### src/rtl/traffic_intersection.sv
// Multi-approach intersection controller: serves NUM_DIR signal heads in rotation with all-red clearance.
// Optional DEMAND_SKIP_EN: serve only directions whose vehicle demand has been latched.
module traffic_intersection #(
  parameter int NUM_DIR              = 4,
  parameter int CLK_FREQ_HZ          = 2000,
  parameter int BLINK_HALF_PERIOD_MS = 1,
  parameter int BLINK_GREEN_TICKS    = 3,
  parameter int RED_YELLOW_MS        = 1,
  parameter int ALL_RED_MS           = 2,
  parameter int GREEN_MS_DEF         = 5,
  parameter int YELLOW_MS_DEF        = 2
) (
  input  logic                       clk_i,
  input  logic                       srst_i,
  input  logic [2:0]                 cmd_type_i,
  input  logic                       cmd_val_i,
  input  logic [$clog2(NUM_DIR)-1:0] cmd_addr_i,
  input  logic [15:0]                cmd_data_i,
  input  logic [NUM_DIR-1:0]         demand_i,
  output logic [NUM_DIR-1:0]         red_o,
  output logic [NUM_DIR-1:0]         yellow_o,
  output logic [NUM_DIR-1:0]         green_o,
  output logic [$clog2(NUM_DIR)-1:0] dir_o,
  output logic [2:0]                 state_o
);

  localparam int DW = $clog2(NUM_DIR);
  localparam int CW = DW + 1;

  localparam logic [2:0] ST_OFF          = 3'd0;
  localparam logic [2:0] ST_YELLOW_BLINK = 3'd1;
  localparam logic [2:0] ST_ALL_RED      = 3'd2;
  localparam logic [2:0] ST_RED_YELLOW   = 3'd3;
  localparam logic [2:0] ST_GREEN        = 3'd4;
  localparam logic [2:0] ST_GREEN_BLINK  = 3'd5;
  localparam logic [2:0] ST_YELLOW       = 3'd6;

  localparam logic [2:0] CMD_START      = 3'd0;
  localparam logic [2:0] CMD_OFF        = 3'd1;
  localparam logic [2:0] CMD_BLINK      = 3'd2;
  localparam logic [2:0] CMD_SET_GREEN  = 3'd3;
  localparam logic [2:0] CMD_SET_YELLOW = 3'd5;

  function automatic int ms_to_clk_const(input int ms);
    int c;
    c = (ms * CLK_FREQ_HZ) / 1000;
    if (c < 1) c = 1;
    return c;
  endfunction

  function automatic int sat16(input int c);
    return (c > 65535) ? 65535 : c;
  endfunction

  localparam int ALL_RED_CLK     = ms_to_clk_const(ALL_RED_MS);
  localparam int RED_YELLOW_CLK  = ms_to_clk_const(RED_YELLOW_MS);
  localparam int BLINK_HALF_CLK  = ms_to_clk_const(BLINK_HALF_PERIOD_MS);
  localparam int GREEN_BLINK_CLK = 2 * BLINK_HALF_CLK * BLINK_GREEN_TICKS;

  localparam logic [31:0] ALL_RED_DUR     = 32'(ALL_RED_CLK);
  localparam logic [31:0] RED_YELLOW_DUR  = 32'(RED_YELLOW_CLK);
  localparam logic [31:0] GREEN_BLINK_DUR = 32'(GREEN_BLINK_CLK);
  localparam logic [31:0] BLINK_HALF_DUR  = 32'(BLINK_HALF_CLK);
  localparam logic [31:0] BLINK_PER_DUR   = 32'(2 * BLINK_HALF_CLK);
  localparam logic [31:0] FREQ32          = 32'(CLK_FREQ_HZ);
  localparam logic [15:0] GREEN_DEF_CLK   = 16'(sat16(ms_to_clk_const(GREEN_MS_DEF)));
  localparam logic [15:0] YELLOW_DEF_CLK  = 16'(sat16(ms_to_clk_const(YELLOW_MS_DEF)));
  localparam logic [DW-1:0] DIR_LAST      = DW'(NUM_DIR - 1);

  // Host time in ms -> clocks, saturated to 16 bits; zero would stall a phase so it becomes 1.
  function automatic logic [15:0] cmd_to_clk(input logic [15:0] ms);
    logic [31:0] prod;
    prod = ({16'd0, ms} * FREQ32) / 32'd1000;
    if (prod > 32'd65535) return 16'hFFFF;
    else if (prod == 32'd0) return 16'd1;
    else return prod[15:0];
  endfunction

  logic [2:0]    state_q, state_d;
  logic [DW-1:0] dir_q, dir_d;
  logic [31:0]   timer_q;
  logic [31:0]   blink_q;
  logic [31:0]   cur_dur;
  logic          timer_done;
  logic          restart;
  logic          blink_on;
  logic [15:0]   green_time_q  [NUM_DIR];
  logic [15:0]   yellow_time_q [NUM_DIR];

  logic          cmd_start, cmd_off, cmd_blink;
  logic          addr_ok, set_green, set_yellow;
  logic [31:0]   addr_ext;
  logic [NUM_DIR-1:0] dir_oh;

  assign cmd_start = cmd_val_i && (cmd_type_i == CMD_START);
  assign cmd_off   = cmd_val_i && (cmd_type_i == CMD_OFF);
  assign cmd_blink = cmd_val_i && (cmd_type_i == CMD_BLINK);

  assign addr_ext   = 32'(cmd_addr_i);
  assign addr_ok    = addr_ext < 32'(NUM_DIR);
  assign set_green  = cmd_val_i && (cmd_type_i == CMD_SET_GREEN)
                      && (state_q == ST_YELLOW_BLINK) && addr_ok;
  assign set_yellow = cmd_val_i && (cmd_type_i == CMD_SET_YELLOW)
                      && (state_q == ST_YELLOW_BLINK) && addr_ok;

  assign dir_oh = NUM_DIR'(1) << dir_q;

`ifdef DEMAND_SKIP_EN
  logic [NUM_DIR-1:0] pend_q;
  logic [NUM_DIR-1:0] green_clr;
  logic               start_hold_q;
  logic               pend_found;
  logic [DW-1:0]      pend_dir;
  logic [CW-1:0]      cand;

  // dir already points at d+1 during clearance, so the cyclic search starts at dir itself.
  always_comb begin
    pend_found = 1'b0;
    pend_dir   = dir_q;
    cand       = '0;
    for (int i = 0; i < NUM_DIR; i++) begin
      cand = {1'b0, dir_q} + CW'(i);
      if (cand >= CW'(NUM_DIR)) cand = cand - CW'(NUM_DIR);
      if (!pend_found && pend_q[cand[DW-1:0]]) begin
        pend_found = 1'b1;
        pend_dir   = cand[DW-1:0];
      end
    end
  end

  assign green_clr = ((state_d == ST_GREEN) && (state_q != ST_GREEN)) ? dir_oh : '0;

  always_ff @(posedge clk_i) begin
    if (srst_i) begin
      pend_q       <= '0;
      start_hold_q <= 1'b0;
    end else if (cmd_start) begin
      pend_q       <= '0;
      start_hold_q <= 1'b1;
    end else begin
      pend_q <= (pend_q | demand_i) & ~green_clr;
      if (state_d != ST_ALL_RED) start_hold_q <= 1'b0;
    end
  end
`else
  logic unused_demand;
  assign unused_demand = ^demand_i;
`endif

  always_comb begin
    case (state_q)
      ST_ALL_RED:     cur_dur = ALL_RED_DUR;
      ST_RED_YELLOW:  cur_dur = RED_YELLOW_DUR;
      ST_GREEN:       cur_dur = {16'd0, green_time_q[dir_q]};
      ST_GREEN_BLINK: cur_dur = GREEN_BLINK_DUR;
      ST_YELLOW:      cur_dur = {16'd0, yellow_time_q[dir_q]};
      default:        cur_dur = 32'd1;
    endcase
  end

  assign timer_done = (timer_q >= (cur_dur - 32'd1));

  // Commands win over timer expiry; start/off/blink also restart the timer and blink phase.
  always_comb begin
    state_d = state_q;
    dir_d   = dir_q;
    restart = 1'b0;
    if (cmd_start) begin
      state_d = ST_ALL_RED;
      dir_d   = '0;
      restart = 1'b1;
    end else if (cmd_off) begin
      state_d = ST_OFF;
      restart = 1'b1;
    end else if (cmd_blink) begin
      state_d = ST_YELLOW_BLINK;
      restart = 1'b1;
    end else if (timer_done) begin
      case (state_q)
        ST_ALL_RED: begin
`ifdef DEMAND_SKIP_EN
          if (start_hold_q) begin
            state_d = ST_RED_YELLOW;
          end else if (pend_found) begin
            state_d = ST_RED_YELLOW;
            dir_d   = pend_dir;
          end
`else
          state_d = ST_RED_YELLOW;
`endif
        end
        ST_RED_YELLOW:  state_d = ST_GREEN;
        ST_GREEN:       state_d = ST_GREEN_BLINK;
        ST_GREEN_BLINK: state_d = ST_YELLOW;
        ST_YELLOW: begin
          state_d = ST_ALL_RED;
          dir_d   = (dir_q == DIR_LAST) ? '0 : dir_q + DW'(1);
        end
        default: ;
      endcase
    end
    if (state_d != state_q) restart = 1'b1;
  end

  always_ff @(posedge clk_i) begin
    if (srst_i) begin
      state_q <= ST_OFF;
      dir_q   <= '0;
      timer_q <= '0;
      blink_q <= '0;
      for (int i = 0; i < NUM_DIR; i++) begin
        green_time_q[i]  <= GREEN_DEF_CLK;
        yellow_time_q[i] <= YELLOW_DEF_CLK;
      end
    end else begin
      state_q <= state_d;
      dir_q   <= dir_d;
      if (restart) begin
        timer_q <= '0;
        blink_q <= '0;
      end else begin
        if (!timer_done) timer_q <= timer_q + 32'd1;
        blink_q <= (blink_q >= BLINK_PER_DUR - 32'd1) ? '0 : blink_q + 32'd1;
      end
      if (set_green)  green_time_q[cmd_addr_i]  <= cmd_to_clk(cmd_data_i);
      if (set_yellow) yellow_time_q[cmd_addr_i] <= cmd_to_clk(cmd_data_i);
    end
  end

  // Blink phase starts dark on entry to a blink state.
  assign blink_on = (blink_q >= BLINK_HALF_DUR);

  always_comb begin
    red_o    = '0;
    yellow_o = '0;
    green_o  = '0;
    case (state_q)
      ST_YELLOW_BLINK: yellow_o = blink_on ? '1 : '0;
      ST_ALL_RED:      red_o    = '1;
      ST_RED_YELLOW: begin
        red_o    = '1;
        yellow_o = dir_oh;
      end
      ST_GREEN: begin
        red_o   = ~dir_oh;
        green_o = dir_oh;
      end
      ST_GREEN_BLINK: begin
        red_o   = ~dir_oh;
        green_o = blink_on ? dir_oh : '0;
      end
      ST_YELLOW: begin
        red_o    = ~dir_oh;
        yellow_o = dir_oh;
      end
      default: ;
    endcase
  end

  assign dir_o   = dir_q;
  assign state_o = state_q;

  a_single_mover: assert property (@(posedge clk_i) disable iff (srst_i)
    (state_q != ST_YELLOW_BLINK) |-> $onehot0(yellow_o | green_o));
  a_single_green: assert property (@(posedge clk_i) disable iff (srst_i)
    $onehot0(green_o));

endmodule

### config.mk
export PLATFORM = sky130hd
export DESIGN_NAME = traffic_intersection
export DESIGN_NICKNAME = d
export VERILOG_FILES = /design/src/rtl/traffic_intersection.sv
export SDC_FILE = /design/constraint.sdc
export NUM_CORES = 1
export LEC_CHECK = 0
export BUFFER_PORTS_ARGS = -buffer_cell sky130_fd_sc_hd__clkbuf_2
export CAP_MARGIN = 40
export CORE_UTILIZATION = 45
export CTS_BUF_LIST = sky130_fd_sc_hd__clkbuf_2
export CTS_CLUSTER_SIZE = 24
export DETAILED_ROUTE_END_ITERATION = 12
export HOLD_SLACK_MARGIN = 0.08
export SYNTH_ARGS = -nofsm -noshare
export SYNTH_HDL_FRONTEND = slang
export SYNTH_SLANG_ARGS = --single-unit
export TNS_END_PERCENT = 5
### constraint.sdc
create_clock -name clk_i -period 32.3 [get_ports clk_i]
set_input_delay 6.46 -clock clk_i [delete_from_list [all_inputs] [get_ports clk_i]]
set_output_delay 6.46 -clock clk_i [all_outputs]
set_load 0.1 [all_outputs]
Yosys cells after proc, flatten, opt, wreduce, memory -nomap -nowiden
Memory sizes are Yosys's and may differ from the RTL's. A register that Yosys moved wholly into a read port is not among the register bits.
Cells that the tools add are included.
{"block": "word_totals", "register_bits": 69, "ramBits": 128, "input_bits": 28, "memories": 2}
{"memory": "green_time_q", "words": 4, "width": 16, "read_ports": 1, "rd_clocked_by_memory_dff": 1, "wr": 4, "line": "87", "text": "logic [15:0] green_time_q [NUM_DIR];"}
{"memory": "yellow_time_q", "words": 4, "width": 16, "read_ports": 1, "rd_clocked_by_memory_dff": 1, "wr": 4, "line": "88", "text": "logic [15:0] yellow_time_q [NUM_DIR];"}
{"block": "op_classes", "addsub": 4, "mul": 1, "n_div": 1, "n_lt_le_gt_ge": 5, "eq_ne": 12, "n_shift": 1, "mux": 40, "n_bitwise": 3, "reduce_logical": 20}
{"operator": "2-to-1 mux 16 bit", "n": 8}
{"operator": "case mux 16 bit (5 select lines)", "n": 1}
{"operator": "adder 32 x 1 -> 32 bit (second input constant)", "n": 2}
{"operator": "greater-or-equal comparator 32 x 2 -> 1 bit (second input constant)", "n": 2}
{"operator": "divider 27 x 10 -> 32 bit (second input constant)", "n": 1}
{"operator": "greater-or-equal comparator 32 bit", "n": 1}
{"operator": "greater-than comparator 32 x 16 -> 1 bit (second input constant)", "n": 1}
{"operator": "logical NOT 32 bit", "n": 1}
{"operator": "OR reduction 16 bit", "n": 2}
{"operator": "subtractor 32 x 1 -> 32 bit (second input constant)", "n": 1}
{"operator": "case mux 4 bit (2 select lines)", "n": 3}
{"operator": "multiplier 16 x 7 -> 23 bit (second input constant)", "n": 1}
{"operator": "case mux 3 bit (5 select lines)", "n": 1}
{"operator": "2-to-1 mux 1 bit", "n": 14}
{"operator": "2-to-1 mux 2 bit", "n": 7}
{"operator": "equality test 3 x 2 -> 1 bit (second input constant)", "n": 4}
{"operator": "equality test 3 bit (second input constant)", "n": 4}
{"operator": "2-to-1 mux 3 bit", "n": 4}
{"operator": "logical AND 1 bit", "n": 9}
{"operator": "2-to-1 mux 4 bit", "n": 2}
{"operator": "OR reduction 2 bit", "n": 4}
{"operator": "equality test 3 x 1 -> 1 bit (second input constant)", "n": 2}
{"operator": "OR reduction 3 bit", "n": 2}
{"operator": "inverter 4 bit", "n": 1}
{"operator": "other kinds (8)", "n": 9}

Logic depth before layout (Yosys ltp)
Gate-level depths: netlist (run 1).
{"block": "logic_depth", "ltp_word": 11, "ltp_mapped": 68, "depth_no_buf": 57}

Least setup slack after synthesis (run 1)
Ideal clock, no wire load.
{"block": "synth_timing", "path_kind": "input to register", "from": "input cmd_data_i[1]", "to": "memory green_time_q[0][0] (data pin)", "setup_ps": 270, "arrival_time_ps": 21904, "required_time_ps": 32030, "setup_slack_ps": 10126, "stages": 60, "path_buffers": 7, "path_cell_list": "clkbuf_1 > inv_1 > fa_1 > fa_1 > fa_1 > inv_1 > fa_1 > ha_1 > buf_2 > o211ai_2 > a21oi_2 > o21a_1 > or3_1 > and2_1 > clkbuf_1 > or4_1 > nand4_1 > mux2_2 > [... 24 more ...] > or3b_4 > a31oi_4 > buf_6 > xnor2_1 > buf_2 > nand4_1 > a21oi_1 > mux2i_1 > nor2_1 > inv_1 > ha_1 > or3_1 > o22ai_1 > nor4_2 > nand3b_1 > mux2_2 > nor4_4 > a21oi_1"}
{"element": "start, declared", "line": "18", "text": "input logic [15:0] cmd_data_i,"}
{"element": "end, declared", "line": "87"}

==> reports/results.ini, run 1 <==
[status]
outcome = completed

[setup_path]
worst-setup-path-type = input port to flip-flop
arrival_ns = 25.78
r2r_slack_ns = 24.63
cp_slowest_cell = a31oi_2
required_ns = 32.88
setup.worst_path.end_class = flip-flop
critPathMaxFanout = 17
critPathMaxStageDelay_ns = 0.72
start_kind = input port

[synth]
synth_edf_count = 128
synthDistinctLibCells = 125
synth-seq-area-share_pct = 29.4
ys_async_sr_fraction_pct = 0
synth_top_cell_area_share_pct = 21.5
yosysTopAreaCell = edfxtp_1
ys_warn_count = 0
netlist_instances = 1980
synth.most_common_cell = nor2_1
synth_seq_cells = 199
synthTopCellsByCount = nor2_1, nand2_1, edfxtp_1, inv_1, a21oi_1
synth_ff_type = edfxtp_1
synth_area_mm2 = 0.0179
yosys-top-cells-area = edfxtp_1, dfxtp_1, ha_1
postSynthAreaPerCell_um2 = 9.05

[timing]
fmax_mhz = 39.7
setup_viol = 0
min_period_ns = 25.21
worst_pin_slew_ns = 0.915
rsz0062_at_grt = false
fin_crit_sh_pct = 78.0
hold_viol = 0
finalMaxSlewViolations = 0
skew_ns = 0.0519
max_slew_margin_pct = 38.8
fin_tns_setup_ns = 0

[detailed_routing]
drt_wl_total_mm = 44.6
wire_per_inst_um = 17.5
routed_via_density = 5.90
drt.antenna.violating_nets = 0
drtIter0Drc = 935
drc_errors = 0
vias = 15000
dr.pass1.iters = 5

[place]
dpl.cell_count = 2512
dp_hpwl_mm = 33.3
gp_congestion = 0.867
port_buffers = 40

[floorplan]
die_y_um = 202
io_pins = 45
rows = 72
initial_core_util_pct = 46.0
die-area_mm2 = 0.0406
core_area_mm2 = 0.0389
die_w_um = 202

[grt]
grt_max_degree = 33
grt.overflow.total = 0
grt_pass1_vias = 14600
grt_pass1_wl_mm = 74.2
grtUsageTotal_pct = 22.2
antenna_found_initial = 1

[hold_path]
hp-class = flip-flop to flip-flop

[layout]
nets = 2193
stdcell_count = 2546
drive_above_1_share_pct = 11.6
syn_to_final_growth_pct = 6.34

[clocking]
clock_latency_ns = 0.81
cts_setup_buffers = 0
cts.sinks = 199
cts-hold-fix-buffers = 0
cts.repair.resized = 0
clkTransAtPathRegs_ns = 0.30
cts_buffer_depth = 2
cts_root_buf = clkbuf_2
numCtsBuffers = 17
h-tree-depth = 4
cts_tree = done

[flow_run]
max-cap-violations = 0

==> sequential cells by signal, indices dropped and copies added (netlist names), named ones only <==
| name | cells |
|---|---|
| state_o | 3 |
| blink_q | 32 |
| green_time_q | 64 |
| yellow_time_q | 64 |
| timer_q | 32 |
| dir_o | 2 |
==> area by class of cell <==
cell class | instances | area (um^2)
antenna | 1 | 2.50
clock buffer | 18 | 90.1
clock inverter | 14 | 155
fill | 3764 | 19900
inverter | 109 | 409
multi-input combinational | 1611 | 12000
sequential | 199 | 5270
tap | 518 | 648
timing repair buffer | 76 | 527
==> cells in the final DEF (no fill, tap or decap), drive strengths merged, types with 58 or more instances in the layout <==
| cell type | count |
|---|---|
| dfxtp | 71 |
| o21ai | 89 |
| nor3 | 60 |
| nand2 | 136 |
| ha | 97 |
| edfxtp | 128 |
| clkbuf | 58 |
| inv | 114 |
| nor2 | 275 |
| a21oi | 105 |
| xnor2 | 67 |
| nand3 | 59 |
==> metrics by stage <==
stage | utilization, % | worst slack [ns] | cell area [um^2] | hold slack [ns]
floorplan | - | 10.13 | 18000 | 0.417
global placement | 47.8 | 5.95 | 18600 | 0.425
detailed placement | 48.3 | 6.18 | 18800 | 0.460
CTS | 48.9 | 7.08 | 19000 | 0.491
global route | 49.0 | 5.84 | 19100 | 0.510
finish | 49.0 | 7.09 | 19100 | 0.480
==> kinds of logic after synthesis <==
family | after synthesis | share of synthesized area [%]
flops | 199 | 29.4
compound gates | 446 | 18.3
other cells | 1 | 0.0209
simple gates | 787 | 22.1
xor+xnor | 109 | 5.57
fa+ha+maj | 154 | 13.0
buf+inv | 199 | 4.54
mux | 85 | 7.12
==> worst paths after layout <==
kind,start,to,depth (start not counted)
setup / recovery,cmd_data_i[1],green_time_q[2][0],56
hold reg to reg,blink_q[0],blink_q[0],1
setup reg to reg,flip-flop,timer_q[17],31
hold / removal,blink_q[0],blink_q[0],1
==> layer usage <==
layer	GRT usage (%)	up-vias	wire length, um
met2	38.7	374	21800
li1	-	7369	-
met5	0	-	0
met3	1.96	33	1660
met1	29.7	7239	20600
met4	5.28	0	542
==> worst max-delay path: cells and delay by family <==
kind | cells | cell delay [ns]
buf+inv | 5 | 0.96
fa+ha+maj | 6 | 2.65
compound gates | 23 | 8.02
simple gates | 15 | 5.59
xor+xnor | 1 | 0.34
mux | 6 | 1.68
Power of run 1 is left out: the tool's default activity adds up to more than one toggle a clock period on the data nets, which glitch-free logic cannot reach.
==> run 2, diff against run 1 <==
==> constraint.sdc (replaced) <==
create_clock -name clk_i -period 22.5 [get_ports clk_i]
set_input_delay 4.5 -clock clk_i [delete_from_list [all_inputs] [get_ports clk_i]]
set_output_delay 4.5 -clock clk_i [all_outputs]
set_load 0.1 [all_outputs]
==> run 2 against run 1 <==
- non-clock buffer count increased by 44
- global-route usage grew 0.47 points
- first-iteration DRC count up 19%
- sequential cell count unchanged
- worst hold slack got worse by 0.0067 ns
- via count up 1.1%
- cell area is 1.8% higher
- setup slack worse by 5.9 ns
- critical path type unchanged
==> reports/results.ini, run 2 (synthesized netlist as in run 1, its figures left out) <==
[status]
outcome = completed  ; unchanged

[clocking]
cts_buffer_depth = 2  ; unchanged
cts.sinks = 199  ; unchanged
cts-hold-fix-buffers = 0  ; unchanged
cts_tree = done  ; unchanged
cts_setup_buffers = 0  ; unchanged
h-tree-depth = 4  ; unchanged
cts.repair.resized = 0  ; unchanged
numCtsBuffers = 17  ; unchanged
clkTransAtPathRegs_ns = 0.29  ; was 0.30 ns
clock_latency_ns = 0.84  ; was 0.81 ns
cts_root_buf = clkbuf_2  ; unchanged

[detailed_routing]
drt.antenna.violating_nets = 0  ; unchanged
dr.pass1.iters = 6  ; was 5
drt_wl_total_mm = 45.2  ; was 44.6 mm
routed_via_density = 5.86  ; was 5.90
drc_errors = 0  ; unchanged
drtIter0Drc = 1111  ; was 935
wire_per_inst_um = 17.5  ; about the same
vias = 15200  ; was 15000

[floorplan]
initial_core_util_pct = 46.0  ; unchanged
die_y_um = 202  ; unchanged
core_area_mm2 = 0.0389  ; unchanged
rows = 72  ; unchanged
io_pins = 45  ; unchanged
die-area_mm2 = 0.0406  ; unchanged
die_w_um = 202  ; unchanged

[grt]
antenna_found_initial = 1  ; unchanged
grt.overflow.total = 0  ; unchanged
grt_pass1_wl_mm = 76.1  ; was 74.2 mm
grt_max_degree = 33  ; unchanged
grtUsageTotal_pct = 22.7  ; was 22.2%
grt_pass1_vias = 14900  ; was 14600

[timing]
hold_viol = 0  ; unchanged
fin_crit_sh_pct = 94.7
max_slew_margin_pct = 40.0  ; was 38.8%
rsz0062_at_grt = false  ; unchanged
finalMaxSlewViolations = 0  ; unchanged
skew_ns = 0.0722  ; was 0.0519 ns
setup_viol = 0  ; unchanged
fmax_mhz = 46.9
fin_tns_setup_ns = 0  ; unchanged
min_period_ns = 21.31
worst_pin_slew_ns = 0.894  ; was 0.915 ns

[setup_path]
critPathMaxFanout = 13  ; was 17
arrival_ns = 21.88  ; was 25.78 ns
crit_top_cell = fa_1
required_ns = 23.06  ; was 32.88 ns
path_delay_family = simple AND/OR/NAND/NOR gates  ; was compound AO/OA/AOI/OAI gates
cp_slowest_cell = or4_1  ; was a31oi_2
start_kind = input port  ; unchanged
cp-startpoint = cmd_data_i[1]  ; unchanged
critPathMaxStageDelay_ns = 0.57  ; was 0.72 ns
worst-setup-path-type = input port to flip-flop  ; unchanged
path_buf_inv = 6  ; was 5
setup.worst_path.end_class = flip-flop  ; unchanged

[place]
dp_hpwl_mm = 33.9  ; was 33.3 mm
gp_congestion = 0.878  ; was 0.867
port_buffers = 40  ; unchanged

[layout]
nets = 2237  ; was 2193
syn_to_final_growth_pct = 8.25  ; was 6.34%
final_cell_mix = nor2_1, nand2_1, edfxtp_1  ; unchanged
top_regs = green_time_q (64), yellow_time_q (64)  ; unchanged
layout_commonest_cell = nor2_1  ; unchanged
drive_above_1_share_pct = 13.5  ; was 11.6%

[hold_path]
worstHoldStart = blink_q[0]  ; unchanged
hp-class = flip-flop to flip-flop  ; unchanged

[flow_run]
max-cap-violations = 0  ; unchanged

run 2: cell type report:
| type | count | area (um^2) |
|---|---|---|
| Tap cell | 518 | 648 |
| Timing Repair Buffer | 120 | 860 |
| Multi-Input combinational cell | 1611 | 12000 |
| Fill cell | 3760 | 19500 |
| Sequential cell | 199 | 5270 |
| Inverter | 109 | 409 |
| Clock inverter | 15 | 169 |
| Antenna cell | 1 | 2.50 |
| Clock buffer | 17 | 85.1 |
run 2: path summary, 6_finish.rpt:
path,end,slack (ns),cells after the start
max,green_time_q[0][0],1.19,58
min,blink_q[0],0.47,1
min reg2reg,blink_q[0],0.47,1
max reg2reg,timer_q[17],14.77,33
run 2: per-layer routing:
metal  global-route usage [%]  vias to the layer above  part of all wire, %
met4                     5.30                        0                  1.4
met5                        0                        -                    0
met2                     38.5                      399                   47
met1                     31.4                     7306                   47
met3                     1.73                       43                  4.2
li1                         -                     7434                    -
run 2: metrics by stage:
| stage | util (%) | std cells | worst slack (ns) | hold WS, ns | instance area, um^2 |
|---|---|---|---|---|---|
| global placement | 48.9 | 2547 | 0.602 | 0.427 | 19000 |
| finish | 49.8 | 2590 | 1.19 | 0.473 | 19400 |
| detailed placement | 49.2 | 2557 | 0.376 | 0.453 | 19100 |
| floorplan | - | 2009 | 2.29 | 0.417 | 18000 |
| CTS | 49.8 | 2589 | 1.31 | 0.481 | 19400 |
| global route | 49.8 | 2590 | 0.0146 | 0.513 | 19400 |
Power of run 2 is left out for the same reason.
